$ cat src/rtl/burst_controller_if.sv
// -----------------------------------------------------------------------------
// burst_controller_if
// Bundles the control/status signals of burst_controller.
//   master : drives enable, trig, cycle_count, holdoff, phase_msb
//            and observes the NCO controls and burst status.
//   slave  : the burst controller itself.
// Signals
//   enable      burst mode enable; low forces IDLE
//   trig        single-cycle trigger pulse
//   cycle_count waveform periods per burst (0 behaves as 1)
//   holdoff     rearm holdoff length in clocks
//   phase_msb   NCO phase accumulator bit 31
//   nco_run     accumulator advance enable
//   nco_clear   single-cycle accumulator zero request
//   busy        high in START, BURST, HOLDOFF
//   done        single-cycle pulse on normal burst completion
//   cycles_done completed periods in the current/last burst
//   state       IDLE=0, START=1, BURST=2, HOLDOFF=3
// -----------------------------------------------------------------------------
interface burst_controller_if #(
  parameter int CYC_W  = 16,
  parameter int HOLD_W = 24
);
  logic              enable;
  logic              trig;
  logic [CYC_W-1:0]  cycle_count;
  logic [HOLD_W-1:0] holdoff;
  logic              phase_msb;
  logic              nco_run;
  logic              nco_clear;
  logic              busy;
  logic              done;
  logic [CYC_W-1:0]  cycles_done;
  logic [1:0]        state;

  modport master (
    output enable, trig, cycle_count, holdoff, phase_msb,
    input  nco_run, nco_clear, busy, done, cycles_done, state
  );

  modport slave (
    input  enable, trig, cycle_count, holdoff, phase_msb,
    output nco_run, nco_clear, busy, done, cycles_done, state
  );
endinterface

$ cat src/rtl/burst_controller.sv
// -----------------------------------------------------------------------------
// burst_controller
// Gates an NCO for a programmable number of waveform periods after a trigger,
// then holds off rearming for a programmable number of clocks.
// Ports
//   clk   : system clock (100 MHz), sole clock
//   rst_n : asynchronous active-low reset
//   bus   : burst_controller_if.slave (see interface file for signal list)
// All outputs come straight from flops.
//
// state   | meaning
// --------+-------------------------------------------------------------
// IDLE    | waiting for trig with enable high; NCO stopped
// START   | one cycle; request accumulator clear, arm wrap detector
// BURST   | NCO running; count phase_msb 1->0 wraps up to the target
// HOLDOFF | NCO stopped; down-count latched holdoff, triggers ignored
// -----------------------------------------------------------------------------
module burst_controller #(
  parameter int CYC_W  = 16,
  parameter int HOLD_W = 24
) (
  input  logic               clk,
  input  logic               rst_n,
  burst_controller_if.slave  bus
);

  typedef enum logic [1:0] {
    ST_IDLE    = 2'd0,
    ST_START   = 2'd1,
    ST_BURST   = 2'd2,
    ST_HOLDOFF = 2'd3
  } state_t;

  localparam logic [CYC_W-1:0] CYC_MAX = '1;

  state_t            r_state;
  logic              r_nco_run;
  logic              r_nco_clear;
  logic              r_busy;
  logic              r_done;
  logic              r_msb_d;
  logic [CYC_W-1:0]  r_cycles_done;
  logic [CYC_W-1:0]  r_target;
  logic [HOLD_W-1:0] r_holdoff;
  logic [HOLD_W-1:0] r_hold_cnt;

  logic              w_wrap;
  logic [CYC_W-1:0]  w_cycles_inc;

  // A wrap is the accumulator MSB falling; r_msb_d is held at 0 through START
  // so a stale MSB from before the clear cannot look like a wrap.
  assign w_wrap       = (r_state == ST_BURST) && r_msb_d && !bus.phase_msb;
  assign w_cycles_inc = (r_cycles_done == CYC_MAX) ? r_cycles_done
                                                    : r_cycles_done + CYC_W'(1);

  always_ff @(posedge clk or negedge rst_n) begin
    if (!rst_n) begin
      r_state       <= ST_IDLE;
      r_nco_run     <= 1'b0;
      r_nco_clear   <= 1'b0;
      r_busy        <= 1'b0;
      r_done        <= 1'b0;
      r_msb_d       <= 1'b0;
      r_cycles_done <= '0;
      r_target      <= '0;
      r_holdoff     <= '0;
      r_hold_cnt    <= '0;
    end else begin
      r_nco_clear <= 1'b0;
      r_done      <= 1'b0;
      r_msb_d     <= bus.phase_msb;

      if (!bus.enable) begin
        // Abort from any state; cycles_done keeps the partial count.
        r_state    <= ST_IDLE;
        r_nco_run  <= 1'b0;
        r_busy     <= 1'b0;
        r_hold_cnt <= '0;
      end else begin
        case (r_state)
          ST_IDLE: begin
            r_nco_run <= 1'b0;
            if (bus.trig) begin
              r_state       <= ST_START;
              r_nco_clear   <= 1'b1;
              r_busy        <= 1'b1;
              r_cycles_done <= '0;
              r_target      <= (bus.cycle_count == '0) ? CYC_W'(1) : bus.cycle_count;
              r_holdoff     <= bus.holdoff;
              r_msb_d       <= 1'b0;
            end
          end

          ST_START: begin
            r_msb_d   <= 1'b0;
            r_state   <= ST_BURST;
            r_nco_run <= 1'b1;
          end

          ST_BURST: begin
            if (w_wrap) begin
              r_cycles_done <= w_cycles_inc;
              if (w_cycles_inc == r_target) begin
                r_nco_run  <= 1'b0;
                r_done     <= 1'b1;
                r_hold_cnt <= r_holdoff;
                if (r_holdoff != '0) begin
                  r_state <= ST_HOLDOFF;
                end else begin
                  r_state <= ST_IDLE;
                  r_busy  <= 1'b0;
                end
              end
            end
          end

          ST_HOLDOFF: begin
            // Terminal compare at 1 so the counter lands on 0 as IDLE is
            // entered, giving exactly 'holdoff' cycles in this state.
            r_hold_cnt <= r_hold_cnt - HOLD_W'(1);
            if (r_hold_cnt == HOLD_W'(1)) begin
              r_state <= ST_IDLE;
              r_busy  <= 1'b0;
            end
          end

          default: begin
            r_state   <= ST_IDLE;
            r_nco_run <= 1'b0;
            r_busy    <= 1'b0;
          end
        endcase
      end
    end
  end

  assign bus.nco_run     = r_nco_run;
  assign bus.nco_clear   = r_nco_clear;
  assign bus.busy        = r_busy;
  assign bus.done        = r_done;
  assign bus.cycles_done = r_cycles_done;
  assign bus.state       = r_state;

endmodule
$ cat src/flat_wrapper.sv
// flat-port wrapper written by rule: the top's interface ports become plain ports
module burst_controller_flat 
#(
  parameter int CYC_W  = 16,
  parameter int HOLD_W = 24
)
  (clk, rst_n, bus_enable, bus_trig, bus_cycle_count, bus_holdoff, bus_phase_msb, bus_nco_run, bus_nco_clear, bus_busy, bus_done, bus_cycles_done, bus_state);
  burst_controller_if #(.CYC_W(CYC_W), .HOLD_W(HOLD_W)) bus_i ();
  input  logic clk;
  input  logic rst_n;
  input wire logic [$bits(bus_i.enable)-1:0] bus_enable;
  input wire logic [$bits(bus_i.trig)-1:0] bus_trig;
  input wire logic [$bits(bus_i.cycle_count)-1:0] bus_cycle_count;
  input wire logic [$bits(bus_i.holdoff)-1:0] bus_holdoff;
  input wire logic [$bits(bus_i.phase_msb)-1:0] bus_phase_msb;
  output wire logic [$bits(bus_i.nco_run)-1:0] bus_nco_run;
  output wire logic [$bits(bus_i.nco_clear)-1:0] bus_nco_clear;
  output wire logic [$bits(bus_i.busy)-1:0] bus_busy;
  output wire logic [$bits(bus_i.done)-1:0] bus_done;
  output wire logic [$bits(bus_i.cycles_done)-1:0] bus_cycles_done;
  output wire logic [$bits(bus_i.state)-1:0] bus_state;
  assign bus_i.enable = bus_enable;
  assign bus_i.trig = bus_trig;
  assign bus_i.cycle_count = bus_cycle_count;
  assign bus_i.holdoff = bus_holdoff;
  assign bus_i.phase_msb = bus_phase_msb;
  assign bus_nco_run = bus_i.nco_run;
  assign bus_nco_clear = bus_i.nco_clear;
  assign bus_busy = bus_i.busy;
  assign bus_done = bus_i.done;
  assign bus_cycles_done = bus_i.cycles_done;
  assign bus_state = bus_i.state;
  burst_controller #(.CYC_W(CYC_W), .HOLD_W(HOLD_W)) u_core (.clk(clk), .rst_n(rst_n), .bus(bus_i));
endmodule
$ cat config.mk
export PLATFORM = sky130hd
export DESIGN_NAME = burst_controller_flat
export DESIGN_NICKNAME = d
export VERILOG_FILES = /design/src/rtl/burst_controller_if.sv /design/src/rtl/burst_controller.sv /design/src/flat_wrapper.sv
export SDC_FILE = /design/constraint.sdc
export NUM_CORES = 1
export LEC_CHECK = 0
export ABC_AREA = 1
export CAP_MARGIN = 20
export CORE_AREA = 5 5 129 131
export CTS_CLUSTER_DIAMETER = 80
export DETAILED_ROUTE_END_ITERATION = 6
export DIE_AREA = 0 0 134 136
export GPL_ROUTABILITY_DRIVEN = 0
export GPL_TIMING_DRIVEN = 0
export PLACE_DENSITY = 0.5
export SLEW_MARGIN = 20
export SYNTH_ARGS = -nofsm -noshare
export SYNTH_HDL_FRONTEND = slang
export SYNTH_SLANG_ARGS = --single-unit
$ cat constraint.sdc
create_clock -name clk -period 6.7 [get_ports clk]
set_input_delay 1.34 -clock clk [delete_from_list [all_inputs] [get_ports clk]]
set_output_delay 1.34 -clock clk [all_outputs]
set_load 0.05 [all_outputs]
==> results of run 1 <==
## cells by family (layout without fill, tap and decap cells)
group | Yosys count | after routing | share of synthesized area [%]
XOR/XNOR | 20 | 20 | 3.326
AO/OA/AOI/OAI | 89 | 89 | 9.076
buffers and inverters | 119 | 202 | 9.337
flip-flops | 87 | 87 | 41.34
AND/OR/NAND/NOR | 423 | 423 | 35.02
adder cells (fa/ha/maj) | 8 | 8 | 1.901
## routing by layer
metal,wire (µm),vias to the layer above
li1,-,2549
met1,7220,2365
met2,7662,123
met3,701,23
met4,307,0
met5,0,-
## cell usage after synthesis (6+ instances only)
| master | n |
|---|---|
| a21oi_1 | 19 |
| buf_6 | 6 |
| clkbuf_1 | 21 |
| dfrtp_1 | 87 |
| ha_1 | 8 |
| inv_1 | 88 |
| nand2_1 | 239 |
| nand3_1 | 75 |
| nand4_1 | 13 |
| nor2_1 | 59 |
| nor3_1 | 7 |
| nor4_1 | 11 |
| o21ai_0 | 55 |
| o22ai_1 | 6 |
| xor2_1 | 15 |
## registers in the layout (all words and copies together) (netlist names)
name                    cells
u_core.r_hold_cnt          24
u_core.r_holdoff           24
u_core.bus.cycles_done     16
u_core.r_target            16
u_core.bus.state            2
u_core.bus.busy             1
u_core.bus.done             1
u_core.bus.nco_clear        1
u_core.bus.nco_run          1
u_core.r_msb_d              1
## cell usage in the layout, fill, tap and decap left out, types with 2 or more instances in the layout
| cell type | instances |
|---|---|
| ha_1 | 8 |
| clkbuf_16 | 9 |
| o22ai_1 | 6 |
| nor2_1 | 59 |
| dfrtp_1 | 87 |
| a21oi_1 | 19 |
| nand2_2 | 2 |
| clkdlybuf4s50_1 | 65 |
| nand3_1 | 75 |
| nor4_1 | 11 |
| xor2_1 | 15 |
| inv_2 | 2 |
| buf_6 | 7 |
| o21ai_0 | 55 |
| o221ai_1 | 2 |
| nand3b_1 | 4 |
| o211ai_1 | 2 |
| nand2_4 | 3 |
| clkbuf_1 | 22 |
| nand2_1 | 239 |
| nand4_1 | 13 |
| nor3_1 | 7 |
| nor2_2 | 3 |
| xnor2_1 | 5 |
| inv_1 | 88 |
| nand3_2 | 2 |
## cell type report
cell class	count	area [µm²]	share of cell area [%]
buffer	28	150.1	2.308
clock buffer	10	229.0	3.520
clock inverter	6	80.08	1.231
inverter	91	341.6	5.251
multi-input combinational	540	2597	39.93
sequential	87	2177	33.47
tap	192	240.2	3.693
timing repair buffer	67	689.4	10.60
## worst paths after layout
check	slack, ns	start	end	cells past startpoint
worst max register to register	3.98	u_core.bus.cycles_done[0]$_DFFE_PN0P_	u_core.r_hold_cnt[2]$_DFFE_PN0P_	17
worst max-delay path	3.35	bus_enable	u_core.r_holdoff[23]$_DFFE_PN0P_	7
min in group asynchronous	0.86	rst_n	u_core.bus.cycles_done[4]$_DFFE_PN0P_	1
max in group asynchronous	5.22	rst_n	u_core.r_hold_cnt[15]$_DFFE_PN0P_	2
worst min-delay path	0.48	u_core.bus.busy$_DFFE_PN0P_	u_core.bus.busy$_DFFE_PN0P_	2
worst min register to register	0.48	u_core.bus.busy$_DFFE_PN0P_	u_core.bus.busy$_DFFE_PN0P_	2
## metrics by stage
stage	hold WS, ns	worst slack [ns]	instance area [µm²]
2_1_floorplan	0.4419	4.082	5266
3_3_place_gp	0.4609	0.8816	6167
3_5_place_dp	0.4649	2.941	6196
4_1_cts	0.4820	3.298	6505
5_1_grt	0.4996	3.042	6505
6_report	0.4766	3.355	6505
## worst min-delay path, stage by stage (launching register included)
cell	delay [ns]
dfrtp_1	0.35
nand2_1	0.05
nand2_1	0.04
## power by group through the flow
stage | clock network [mW] | registers (mW) | logic, mW
floorplan | 0 | 0.920 | 0.753
global placement | 0 | 0.938 | 1.06
finish | 0.534 | 0.931 | 1.07
detailed placement | 0 | 0.942 | 1.07
global route | 0.571 | 0.963 | 1.24
CTS | 0.548 | 0.934 | 1.08
==> flow_metrics.env, run 1 <==
export IMPL_status="finished clean"
export IMPL_syn_inst=746
export IMPL_min_period_ns=3.345
export IMPL_coreArea_um2=15480
export IMPL_area_growth_pct=23.52
export IMPL_place_port_buffers=66
export IMPL_yosys_warnings=0
export IMPL_placed_cells=1005
export IMPL_nNetsFinal=877
export IMPL_critPathMaxStageDelay_ns=0.55
export IMPL_dp_hpwl_um=12290
export IMPL_dr_first_iter_drc_count=349
export IMPL_seqPwrFrac_pct=36.7
export IMPL_cts_sinks=87
export IMPL_num_fill_cells=1628
export IMPL_met3_usage_pct=3.257
export IMPL_ys_types=36
export IMPL_drv_cap=0
export IMPL_first_pass_iters=5
export IMPL_cts_root_buf="clkbuf_16"
export IMPL_routedWlPerCell_um=15.56
export IMPL_antenna_cells=0
export IMPL_ys_seq_area_share_pct=41.34
export IMPL_crit_family="buffers and inverters"
export IMPL_netSwitchingPower_mw=1.117
export IMPL_p_leak_nw=3.245
export IMPL_synth_seq_cells=87
export IMPL_cts_tree="built"
export IMPL_busiest_layer="met2"
export IMPL_startpoint_type="input port"
export IMPL_tightest_slew_ns=0.7555
export IMPL_placementRows=46
export IMPL_synth_area_leaders="dfrtp_1 (41%), nand2_1 (17%), nand3_1 (7.1%)"
export IMPL_synthesis_area_um2=5266
export IMPL_setup_viol=0
export IMPL_timing_hold_violations_final=0
export IMPL_synth_edf_count=0
export IMPL_final_core_util_pct=42.02
export IMPL_grt_pass1_wl_um=26770
export IMPL_cp_required_ns=6.97
export IMPL_async_flop_share_pct=100.0
export IMPL_gr_total_overflow=0
export IMPL_netlist_area_leader_share_pct=41.34
export IMPL_htreeDepth=3
export IMPL_fin_worst_skew_ns=0.01886
export IMPL_num_vias=5060
export IMPL_clock_latency_ns=0.36
export IMPL_p_clk_share_pct=21.1
export IMPL_clk_path_buf_depth=2
export IMPL_met1_usage_pct=23.86
export IMPL_pwr_share_comb_pct=42.2
export IMPL_syn_num_nets=799
export IMPL_drc=0
export IMPL_cts_resized=0
export IMPL_ant_nets=0
export IMPL_fin_tns_setup_ns=0
export IMPL_path_buf_inv=4
export IMPL_routed_wl_um=15890
export IMPL_crit_slowest_cell="clkdlybuf4s50_1"
export IMPL_arrival_ns=3.62
export IMPL_postCtsSetupBuffers=0
export IMPL_power_density_nw_per_um2=389.8
export IMPL_finalPower_mw=2.535
export IMPL_grt_max_degree=57
export IMPL_p_sw_share_pct=44.07
export IMPL_initial_utilization_pct=34.01
export IMPL_cts_reportedPaths_clkPinSlew_ns=0.07
export IMPL_die_x_um=134
export IMPL_timing_fmax_ghz=0.2989
export IMPL_met2_usage_pct=31.47
export IMPL_dieArea_um2=18220
export IMPL_io_pins=67
export IMPL_cp_cell_sequence="clkdlybuf4s50_1, inv_1, nor3_1, clkbuf_1, clkbuf_1, nand2_1, o21ai_0"
export IMPL_viasPerCell=4.956
export IMPL_yosysTopAreaCell="dfrtp_1"
export IMPL_irDropWorstVdd_mv=0.1496
export IMPL_end_kind="flop"
export IMPL_hold_path_class="reg2reg"
export IMPL_internal_power_mw=1.418
export IMPL_grt_usage_pct=18.55
export IMPL_cpMostUsedCell="clkbuf_1"
export IMPL_fin_crit_sh_pct=49.93
export IMPL_antenna_found_initial=0
export IMPL_worst_setup_path_type="in2reg"
export IMPL_slew_limit_headroom_pct=49.17
export IMPL_grt_pass1_vias=5248
export IMPL_rsz0062_at_grt="false"
export IMPL_ys_flop_type="dfrtp_1"
export IMPL_die_h_um=136
export IMPL_holdBufCountCts=0
export IMPL_layout_cells_non_filler=1021
export IMPL_cp_max_fo=10
export IMPL_maxSlewViolCount=0
export IMPL_drive_above_1_share_pct=4.704
export IMPL_cts_buffers=9
export IMPL_postSynthAreaPerCell_um2=7.059
Power figures use the tool's default switching activity.
==> run 2: changes to the inputs <==
clock period = 3.5 ns   (was 6.7 ns; I/O delays follow)
==> results of run 2 <==
Same layout as run 1 (identical final DEF). Status: finished clean.
Among the figures that moved: setup slack after placement 2.941 ns -> 0.3808 ns; clock-pin slew on the worst setup and hold paths 0.07 ns -> 0.08 ns; setup slack after layout 3.355 ns -> 0.7798 ns; hold slack 0.4766 ns -> 0.2202 ns; start point of the critical path bus_enable -> u_core.bus.cycles_done[0]$_DFFE_PN0P_; end point of the critical path u_core.r_holdoff[23]$_DFFE_PN0P_ -> u_core.r_hold_cnt[2]$_DFFE_PN0P_; register-to-register setup slack 3.98 ns -> 0.78 ns; total power 2.535 mW -> 4.853 mW; worst IR drop on VDD 0.1496 mV -> 0.2863 mV
